[src/rtl/uart_cmd_pkg.sv]
// Shared constants for the UART command responder: FSM encoding, default
// opcodes/ack byte and the timeout counter width helper.
package uart_cmd_pkg;

  typedef logic [2:0] state_t;

  localparam state_t ST_IDLE    = 3'd0;
  localparam state_t ST_WR_ADDR = 3'd1;
  localparam state_t ST_WR_DATA = 3'd2;
  localparam state_t ST_RD_ADDR = 3'd3;
  localparam state_t ST_RD_WAIT = 3'd4;
  localparam state_t ST_TX_SEND = 3'd5;

  localparam logic [7:0] WR_CMD_DEF   = 8'hAA;
  localparam logic [7:0] RD_CMD_DEF   = 8'hBB;
  localparam logic [7:0] ACK_BYTE_DEF = 8'h5A;

  // Counter must hold TIMEOUT_CYC-1; never narrower than one bit.
  function automatic int tmo_width(input int cyc);
    return (cyc > 2) ? $clog2(cyc) : 1;
  endfunction

endpackage

[src/rtl/uart_cmd_timeout.sv]
// In-frame idle counter: clear has priority over enable, expiry is a
// combinational flag raised while enabled at TIMEOUT_CYC-1.
module uart_cmd_timeout
  import uart_cmd_pkg::*;
#(
  parameter int TIMEOUT_CYC = 1024
) (
  input  logic clk,
  input  logic rst,
  input  logic clr,
  input  logic en,
  output logic expired
);

  localparam int CW = tmo_width(TIMEOUT_CYC);
  localparam logic [CW-1:0] LAST = CW'(TIMEOUT_CYC - 1);

  logic [CW-1:0] count_q, count_d;

  always_comb begin
    count_d = count_q;
    if (clr)     count_d = '0;
    else if (en) count_d = count_q + CW'(1);
  end

  always_ff @(posedge clk) begin
    if (rst) count_q <= '0;
    else     count_q <= count_d;
  end

  assign expired = en && (count_q == LAST);

endmodule

[src/rtl/uart_cmd_responder.sv]
// Register-access command decoder sitting behind a UART byte link.
// Define UART_CMD_WR_ACK_EN to return ACK_BYTE after every register write.
module uart_cmd_responder
  import uart_cmd_pkg::*;
#(
  parameter int DATA_WIDTH = 8,
  parameter int ADDR_WIDTH = 4,
  parameter logic [DATA_WIDTH-1:0] WR_CMD = DATA_WIDTH'(WR_CMD_DEF),
  parameter logic [DATA_WIDTH-1:0] RD_CMD = DATA_WIDTH'(RD_CMD_DEF),
  parameter int TIMEOUT_CYC = 1024
`ifdef UART_CMD_WR_ACK_EN
  ,
  parameter logic [DATA_WIDTH-1:0] ACK_BYTE = DATA_WIDTH'(ACK_BYTE_DEF)
`endif
) (
  input  logic                  CLK,
  input  logic                  RST,
  input  logic [DATA_WIDTH-1:0] RX_P_DATA,
  input  logic                  RX_D_VLD,
  input  logic                  TX_BUSY,
  output logic [DATA_WIDTH-1:0] TX_P_DATA,
  output logic                  TX_D_VLD,
  output logic [ADDR_WIDTH-1:0] REG_ADDR,
  output logic                  REG_WR_EN,
  output logic [DATA_WIDTH-1:0] REG_WR_DATA,
  output logic                  REG_RD_EN,
  input  logic [DATA_WIDTH-1:0] REG_RD_DATA,
  input  logic                  REG_RD_VLD,
  output logic                  CMD_ERR
);

  state_t                  state_q, state_d;
  logic [ADDR_WIDTH-1:0]   reg_addr_q, reg_addr_d;
  logic [DATA_WIDTH-1:0]   wr_data_q, wr_data_d;
  logic [DATA_WIDTH-1:0]   tx_data_q, tx_data_d;
  logic                    wr_en_q, wr_en_d;
  logic                    rd_en_q, rd_en_d;
  logic                    tx_vld_q, tx_vld_d;
  logic                    err_q, err_d;

  logic tmo_clr, tmo_en, tmo_exp, byte_acc, addr_bad;

  assign addr_bad = RX_P_DATA[DATA_WIDTH-1:ADDR_WIDTH] != '0;
  assign tmo_en   = (state_q == ST_WR_ADDR) || (state_q == ST_WR_DATA) ||
                    (state_q == ST_RD_ADDR) || (state_q == ST_RD_WAIT);

  always_comb begin
    state_d    = state_q;
    reg_addr_d = reg_addr_q;
    wr_data_d  = wr_data_q;
    tx_data_d  = tx_data_q;
    wr_en_d    = 1'b0;
    rd_en_d    = 1'b0;
    tx_vld_d   = 1'b0;
    err_d      = 1'b0;
    byte_acc   = 1'b0;
    case (state_q)
      ST_IDLE: begin
        if (RX_D_VLD) begin
          if (RX_P_DATA == WR_CMD)      state_d = ST_WR_ADDR;
          else if (RX_P_DATA == RD_CMD) state_d = ST_RD_ADDR;
          else                          err_d   = 1'b1;
        end
      end
      ST_WR_ADDR, ST_RD_ADDR: begin
        // An arriving byte beats a coincident expiry.
        if (RX_D_VLD) begin
          byte_acc = 1'b1;
          if (addr_bad) begin
            err_d   = 1'b1;
            state_d = ST_IDLE;
          end else begin
            reg_addr_d = RX_P_DATA[ADDR_WIDTH-1:0];
            if (state_q == ST_WR_ADDR) begin
              state_d = ST_WR_DATA;
            end else begin
              rd_en_d = 1'b1;
              state_d = ST_RD_WAIT;
            end
          end
        end else if (tmo_exp) begin
          err_d   = 1'b1;
          state_d = ST_IDLE;
        end
      end
      ST_WR_DATA: begin
        if (RX_D_VLD) begin
          byte_acc  = 1'b1;
          wr_en_d   = 1'b1;
          wr_data_d = RX_P_DATA;
`ifdef UART_CMD_WR_ACK_EN
          tx_data_d = ACK_BYTE;
          state_d   = ST_TX_SEND;
`else
          state_d   = ST_IDLE;
`endif
        end else if (tmo_exp) begin
          err_d   = 1'b1;
          state_d = ST_IDLE;
        end
      end
      ST_RD_WAIT: begin
        // Stray RX bytes are flagged but never disturb the pending read.
        if (RX_D_VLD) err_d = 1'b1;
        if (REG_RD_VLD) begin
          tx_data_d = REG_RD_DATA;
          state_d   = ST_TX_SEND;
        end else if (tmo_exp) begin
          err_d   = 1'b1;
          state_d = ST_IDLE;
        end
      end
      ST_TX_SEND: begin
        if (RX_D_VLD) err_d = 1'b1;
        if (!TX_BUSY) begin
          tx_vld_d = 1'b1;
          state_d  = ST_IDLE;
        end
      end
      default: state_d = ST_IDLE;
    endcase
  end

  assign tmo_clr = byte_acc || (state_d != state_q);

  uart_cmd_timeout #(
    .TIMEOUT_CYC (TIMEOUT_CYC)
  ) u_tmo (
    .clk     (CLK),
    .rst     (RST),
    .clr     (tmo_clr),
    .en      (tmo_en),
    .expired (tmo_exp)
  );

  always_ff @(posedge CLK) begin
    if (RST) begin
      state_q    <= ST_IDLE;
      reg_addr_q <= '0;
      wr_data_q  <= '0;
      tx_data_q  <= '0;
      wr_en_q    <= 1'b0;
      rd_en_q    <= 1'b0;
      tx_vld_q   <= 1'b0;
      err_q      <= 1'b0;
    end else begin
      state_q    <= state_d;
      reg_addr_q <= reg_addr_d;
      wr_data_q  <= wr_data_d;
      tx_data_q  <= tx_data_d;
      wr_en_q    <= wr_en_d;
      rd_en_q    <= rd_en_d;
      tx_vld_q   <= tx_vld_d;
      err_q      <= err_d;
    end
  end

  assign TX_P_DATA   = tx_data_q;
  assign TX_D_VLD    = tx_vld_q;
  assign REG_ADDR    = reg_addr_q;
  assign REG_WR_EN   = wr_en_q;
  assign REG_WR_DATA = wr_data_q;
  assign REG_RD_EN   = rd_en_q;
  assign CMD_ERR     = err_q;

endmodule

[config.mk]
export PLATFORM = sky130hd
export DESIGN_NAME = uart_cmd_responder
export DESIGN_NICKNAME = d
export VERILOG_FILES = /design/src/rtl/uart_cmd_pkg.sv /design/src/rtl/uart_cmd_timeout.sv /design/src/rtl/uart_cmd_responder.sv
export SDC_FILE = /design/constraint.sdc
export NUM_CORES = 1
export LEC_CHECK = 0
export BUFFER_PORTS_ARGS = -buffer_cell sky130_fd_sc_hd__buf_2
export CAP_MARGIN = 40
export CORE_MARGIN = 2
export CORE_UTILIZATION = 40
export DETAILED_ROUTE_END_ITERATION = 10
export GPL_TIMING_DRIVEN = 0
export SETUP_SLACK_MARGIN = 0.1
export SYNTH_ARGS = -nofsm -noshare
export SYNTH_HDL_FRONTEND = slang
export SYNTH_SLANG_ARGS = --single-unit
export TNS_END_PERCENT = 30
[constraint.sdc]
create_clock -name CLK -period 2.3 [get_ports CLK]
set_clock_uncertainty 0.1 [all_clocks]
set_input_delay 0.23 -clock CLK [delete_from_list [all_inputs] [get_ports CLK]]
set_output_delay 0.23 -clock CLK [all_outputs]
set_load 0.03 [all_outputs]
==> flow_metrics.py, run 1 <==
metrics = {
    "status": {
        "status": "complete, no violations",
    },
    "cts": {
        "cts.path.max_buffers": 2,
        "cts_buffers": 5,
        "cts_setup_buffers": 0,
        "cts_sinks": 37,
        "cts.hold.buffers_added": 0,
        "path_clk_slew_ns": 0.07,
        "cts_tree": "done",
        "clkLatencyLatePin_ns": 0.29,
        "cts-root-buf": "clkbuf_8",
        "cts.htree.levels": 2,
        "cts-resized-gates": 0,
    },
    "pwr": {
        "clockPowerShare_pct": 45.5,
        "p_per_area_nw_per_um2": 611,
        "power_leakage_nw": 0.847,
        "p_sw_mw": 0.265,
        "swShare_pct": 20.7,
        "total_power_mw": 1.28,
        "p_comb_share_pct": 4.5,
        "vdd_drop_max_mv": 0.390,
        "internal-power_mw": 1.02,
        "seqPwrFrac_pct": 50.1,
    },
    "yosys": {
        "synth_commonest_cells": "nand2_1 (44), dfxtp_1 (37), a21oi_1 (20)",
        "synthTopCellsByArea": "dfxtp_1 (43%), nand2_1 (9.7%), a21oi_1 (5.9%), nor2_1 (4.0%), mux2i_1 (2.9%)",
        "synth.most_common_cell": "nand2_1",
        "synth_largest_area_cell": "dfxtp_1",
        "ys_types": 40,
        "avgSynthCellArea_um2": 8.39,
        "synth_edf_count": 0,
        "syn_inst": 203,
        "syn_area_um2": 1700,
        "synth_seq_area_share_pct": 43.5,
        "ys_ff_latch": 37,
        "syn_nets": 225,
        "ys.flop_type": "dfxtp_1",
        "yosys_warnings": 0,
        "async_flop_share_pct": 0,
        "synth_top_area_share_pct": 43.5,
    },
    "timing": {
        "finalHoldViolCount": 0,
        "period_minus_slack_ns": 1.93,
        "rsz0062_at_grt": "false",
        "tightest_slew_ns": 0.579,
        "final_max_slew_viol_count": 0,
        "max_freq_mhz": 519,
        "setup_viol": 0,
        "final.period_utilization_pct": 83.8,
        "fin_tns_setup_ns": 0,
        "whs_ns": 0.0500,
        "slew_headroom_pct": 61.0,
    },
    "cells_and_area": {
        "area_delta_synth_final_pct": 23.1,
        "insertedDiodeCount": 0,
        "final_area_um2": 2100,
        "n_fill_cell": 423,
        "layout.nets": 274,
        "drive_gt1_share_pct": 26.1,
        "final_cells": 303,
    },
    "worst_setup_path": {
        "path_class": "register to register",
        "timing.rr.start": "state_q[2]",
        "cp_max_fo": 10,
        "end_kind": "register",
        "crit_arrival_ns": 2.03,
        "rr_endpoint": "u_tmo.count_q[5]",
        "required_ns": 2.40,
        "critPathLaunchType": "register",
        "worstRegToRegCells": 6,
        "reg2reg_slack_ns": 0.37,
    },
    "drt": {
        "wl_per_cell_um": 12.1,
        "via_per_inst": 5.00,
        "drtIter0Drc": 55,
        "drt-total-wl_mm": 3.66,
        "antenna_left": 0,
        "drc": 0,
        "detailedRoute.firstPassIterationCount": 4,
        "vias": 1515,
    },
    "global_routing": {
        "grt_pass1_vias": 1425,
        "antenna_found_initial": 0,
        "grtUsageTotal_pct": 16.7,
        "grt_pass1_wl_mm": 6.51,
        "grt_start_max_net_pins": 13,
        "grt.overflow.total": 0,
    },
    "place": {
        "gp_congestion": 0.776,
        "place.port_buffers": 42,
        "dpl_cell_area_um2": 1980,
        "dp_cells": 295,
        "hpwl_mm": 2.77,
    },
    "floorplan": {
        "die_h_um": 69.2,
        "die_width_um": 69.2,
        "rows": 23,
        "coreArea_um2": 4060,
        "die_area_um2": 4790,
        "initial_core_util_pct": 42.0,
        "boundaryPins": 45,
    },
    "min_path": {
        "hold_path.class": "input port to register",
        "hold_depth": 2,
        "min_from": "TX_BUSY",
        "hold_end": "TX_D_VLD",
    },
    "run": {
        "drv_cap": 0,
    },
}
## cells in the final DEF, fill, tap and decap left out, drive strengths merged, types with 5 or more instances in the layout
master,netlist,final
a21oi,20,20
nand3,9,9
dfxtp,37,37
buf,6,48
o21ai,5,5
nor3,8,8
mux2i,5,5
nand2,44,44
clkbuf,6,12
xor2,5,5
nor2,18,18
## stage by stage
stage	setup WS, ns	utilization, %
floorplan	0.590	-
global placement	0.341	48.7
detailed placement	0.345	48.7
CTS	0.345	51.6
global route	0.111	51.6
finish	0.372	51.6
## per-layer routing
metal / wire [µm] / track usage [%] / share of wire (%) / up-vias
met5: 0 / 0 / 0 / -
li1: - / - / - / 794
met2: 1540 / 24.7 / 42 / 36
met1: 1850 / 22.7 / 51 / 677
met4: 76 / 6.75 / 2.1 / 0
met3: 193 / 5.09 / 5.3 / 8
## critical path, stage by stage (launching register included)
cell and delay [ns]:
dfxtp_1 0.46, buf_2 0.25, nand2_1 0.09, a21oi_1 0.15
o211ai_1 0.21, o21bai_2 0.34, nor4b_2 0.25
## final cells by class
cell class / instances / area [µm²] / area share, %
Tap cell: 50 / 62.6 / 2.99
Timing Repair Buffer: 42 / 210 / 10.0
Sequential cell: 37 / 741 / 35.3
Clock buffer: 6 / 82.6 / 3.94
Inverter: 1 / 3.75 / 0.179
Buffer: 12 / 65.1 / 3.10
Multi-Input combinational cell: 153 / 893 / 42.6
Clock inverter: 2 / 37.5 / 1.79
## registers in the layout, summed over array words and instances, names as in the netlist, 3 cells and up
| name | count |
|---|---|
| REG_ADDR | 4 |
| u_tmo.count_q | 10 |
| state_q | 3 |
| TX_P_DATA | 8 |
| REG_WR_DATA | 8 |
## kinds of logic after synthesis
group,Yosys count,share of synthesized area [%]
multiplexers,5,2.94
buffers and inverters,13,4.04
flip-flops,37,43.5
XOR/XNOR,9,4.63
adder cells (fa/ha/maj),1,0.735
AND/OR/NAND/NOR,102,31.2
AO/OA/AOI/OAI,36,13.0
## power by group through the flow
stage                     registers, mW  clock network [mW]  logic, mW
after floorplan                   0.658                   0     0.0266
after global placement            0.656                   0     0.0574
after global routing              0.641               0.627     0.0635
after CTS                         0.641               0.598     0.0575
final                             0.641               0.583     0.0571
after detailed placement          0.656                   0     0.0573
## worst max path at each step
stage | end | from | cells after the start
2_1_floorplan | u_tmo.count_q[1] | state_q[1] | 6
3_3_place_gp | u_tmo.count_q[7] | state_q[0] | 5
3_5_place_dp | u_tmo.count_q[7] | state_q[2] | 6
4_1_cts | u_tmo.count_q[7] | state_q[2] | 6
5_1_grt | u_tmo.count_q[9] | state_q[0] | 5
6_report | u_tmo.count_q[5] | state_q[2] | 6
Power figures use the tool's default switching activity.
==> run 2, diff against run 1 <==
- clock period: 2.3 -> 1.9 ns (I/O delays scaled with it)
==> run 2 against run 1 <==
Sequential power rose by 21%. Largest cell class unchanged. Die area did not move. Routed wire length rose by 2.3%. Combinational power rose by 28%. Fmax rose by 7.5%. First-iteration DRC count rose by 1.8%. Setup slack got worse by 0.26 ns. Design area rose by 2.7%.
==> flow_metrics.py, run 2 (synthesis gave the netlist of run 1 again) <==
metrics = {
    "timing": {
        "setup_viol": 0,
        "slew_headroom_pct": 60.0,
        "finalHoldViolCount": 0,
        "final.period_utilization_pct": 94.4,
        "rsz0062_at_grt": "true",
        "tightest_slew_ns": 0.593,
        "max_freq_mhz": 558,
        "final_max_slew_viol_count": 0,
        "period_minus_slack_ns": 1.79,
        "setup_ws_ns": 0.107,
    },
    "cts": {
        "cts.htree.levels": 2,
        "cts_tree": "done",
        "path_clk_slew_ns": 0.07,
        "cts-root-buf": "clkbuf_8",
        "clkLatencyLatePin_ns": 0.29,
        "cts.path.max_buffers": 2,
        "cts_buffers": 5,
        "cts_sinks": 37,
    },
    "place": {
        "dp_cells": 295,
        "place.port_buffers": 42,
        "place_worst_setup_slack_ns": -0.0548,
        "hpwl_mm": 2.77,
        "gp_congestion": 0.776,
    },
    "cells_and_area": {
        "final_cells": 305,
        "area_delta_synth_final_pct": 26.5,
        "final_cell_mix": "nand2_1 (44), buf_2 (44), dfxtp_1 (35), a21oi_1 (19), nor2_1 (18)",
        "regMostFlops": "u_tmo.count_q",
        "layout.nets": 276,
        "drive_gt1_share_pct": 28.6,
        "insertedDiodeCount": 0,
        "largest_reg_flops": 10,
    },
    "drt": {
        "vias": 1537,
        "wl_per_cell_um": 12.3,
        "antenna_left": 0,
        "via_per_inst": 5.04,
        "drtIter0Drc": 56,
        "drt-total-wl_mm": 3.75,
        "detailedRoute.firstPassIterationCount": 4,
        "drc": 0,
    },
    "worst_setup_path": {
        "required_ns": 2.00,
        "path_class": "register to register",
        "cp_max_fo": 6,
        "critPathLaunchType": "register",
        "worstPathCellList": "nor2b_1 -> and3_1 -> buf_2 -> a31oi_1 -> o21ai_2 -> buf_4 -> nor4b_2",
        "crit_arrival_ns": 1.90,
        "slowest_delay_ns": 0.42,
        "timing.rr.start": "state_q[2]",
        "end_kind": "register",
        "reg2reg_slack_ns": 0.11,
        "crit_start": "state_q[2]",
        "crit_slowest_cell": "dfxtp_2",
    },
    "floorplan": {
        "initial_core_util_pct": 42.0,
        "boundaryPins": 45,
        "coreArea_um2": 4060,
        "die_h_um": 69.2,
        "die_width_um": 69.2,
        "rows": 23,
        "die_area_um2": 4790,
    },
    "global_routing": {
        "grt_pass1_wl_mm": 6.63,
        "grt_pass1_vias": 1444,
        "grtUsageTotal_pct": 17.0,
        "grt_start_max_net_pins": 13,
        "antenna_found_initial": 0,
        "grt.overflow.total": 0,
    },
    "status": {
        "status": "complete, no violations",
    },
    "pwr": {
        "vdd_drop_max_mv": 0.471,
        "p_per_area_nw_per_um2": 722,
        "power_leakage_nw": 0.865,
    },
    "run": {
        "drv_cap": 0,
    },
    "min_path": {
        "hold_path.class": "input port to register",
        "min_from": "TX_BUSY",
    },
}
[run 2: cell count changes in the layout (fill, tap and decap cells not counted), moves of 2 or more]
cell and delta:
nor3_2 -2, buf_2 -2, nor3_4 +2, dfxtp_1 -2
clkbuf_4 +2, buf_4 +2
[run 2: timing repair]
item	in CTS	in global routing
gates resized for setup	6	5
hold buffers	0	0
buffers inserted	2	0
pin swaps	2	1
setup endpoints to repair	6	6
[run 2: routing by layer]
layer  share of wire [%]  vias up  track usage [%]
met5                   0        -                0
met4                 1.8        0             6.75
met3                 5.1        7             5.09
met2                  43       34             25.2
met1                  50      698             23.1
li1                    -      798                -
[run 2: layout make-up]
class                           instances  area [µm²]
Clock inverter                          2        37.5
Sequential cell                        37         746
Clock buffer                            6        82.6
Timing Repair Buffer                   44         225
Multi-Input combinational cell        153         926
Buffer                                 12        70.1
Inverter                                1        3.75
Tap cell                               50        62.6
Fill cell                             417        1900
[run 2: through the flow]
stage	setup TNS (ns)	utilization (%)	hold slack [ns]	power (mW)	area, µm²
floorplan	0	-	0.166	0.829	1700
finish	0	53.1	0.00776	1.56	2150
global route	-0.0321	53.1	0.00553	1.62	2150
detailed placement	-0.264	48.7	0.308	0.864	1980
CTS	0	52.7	0.00504	1.57	2140
global placement	-0.303	48.7	0.290	0.864	1980
[run 2: path summary, 6_finish.rpt]
check	endpoint	depth (start not counted)
setup / recovery	u_tmo.count_q[9]	7
hold / removal	TX_D_VLD	2
setup reg to reg	u_tmo.count_q[9]	7
hold reg to reg	TX_P_DATA[1]	2
[run 2: critical path: cells and delay by family (launching register included)]
kind / cells / cell delay, ns
and+or+nand+nor: 3 / 0.52
DFF: 1 / 0.42
buffers and inverters: 2 / 0.34
AOI/OAI and AO/OA: 2 / 0.32
[run 2: report_power, final]
part | total, mW | switching, mW | internal [mW]
logic | 0.0732 | 0.0421 | 0.0311
registers | 0.775 | 0.000486 | 0.775
clock network | 0.707 | 0.280 | 0.427
total | 1.56 | 0.323 | 1.23
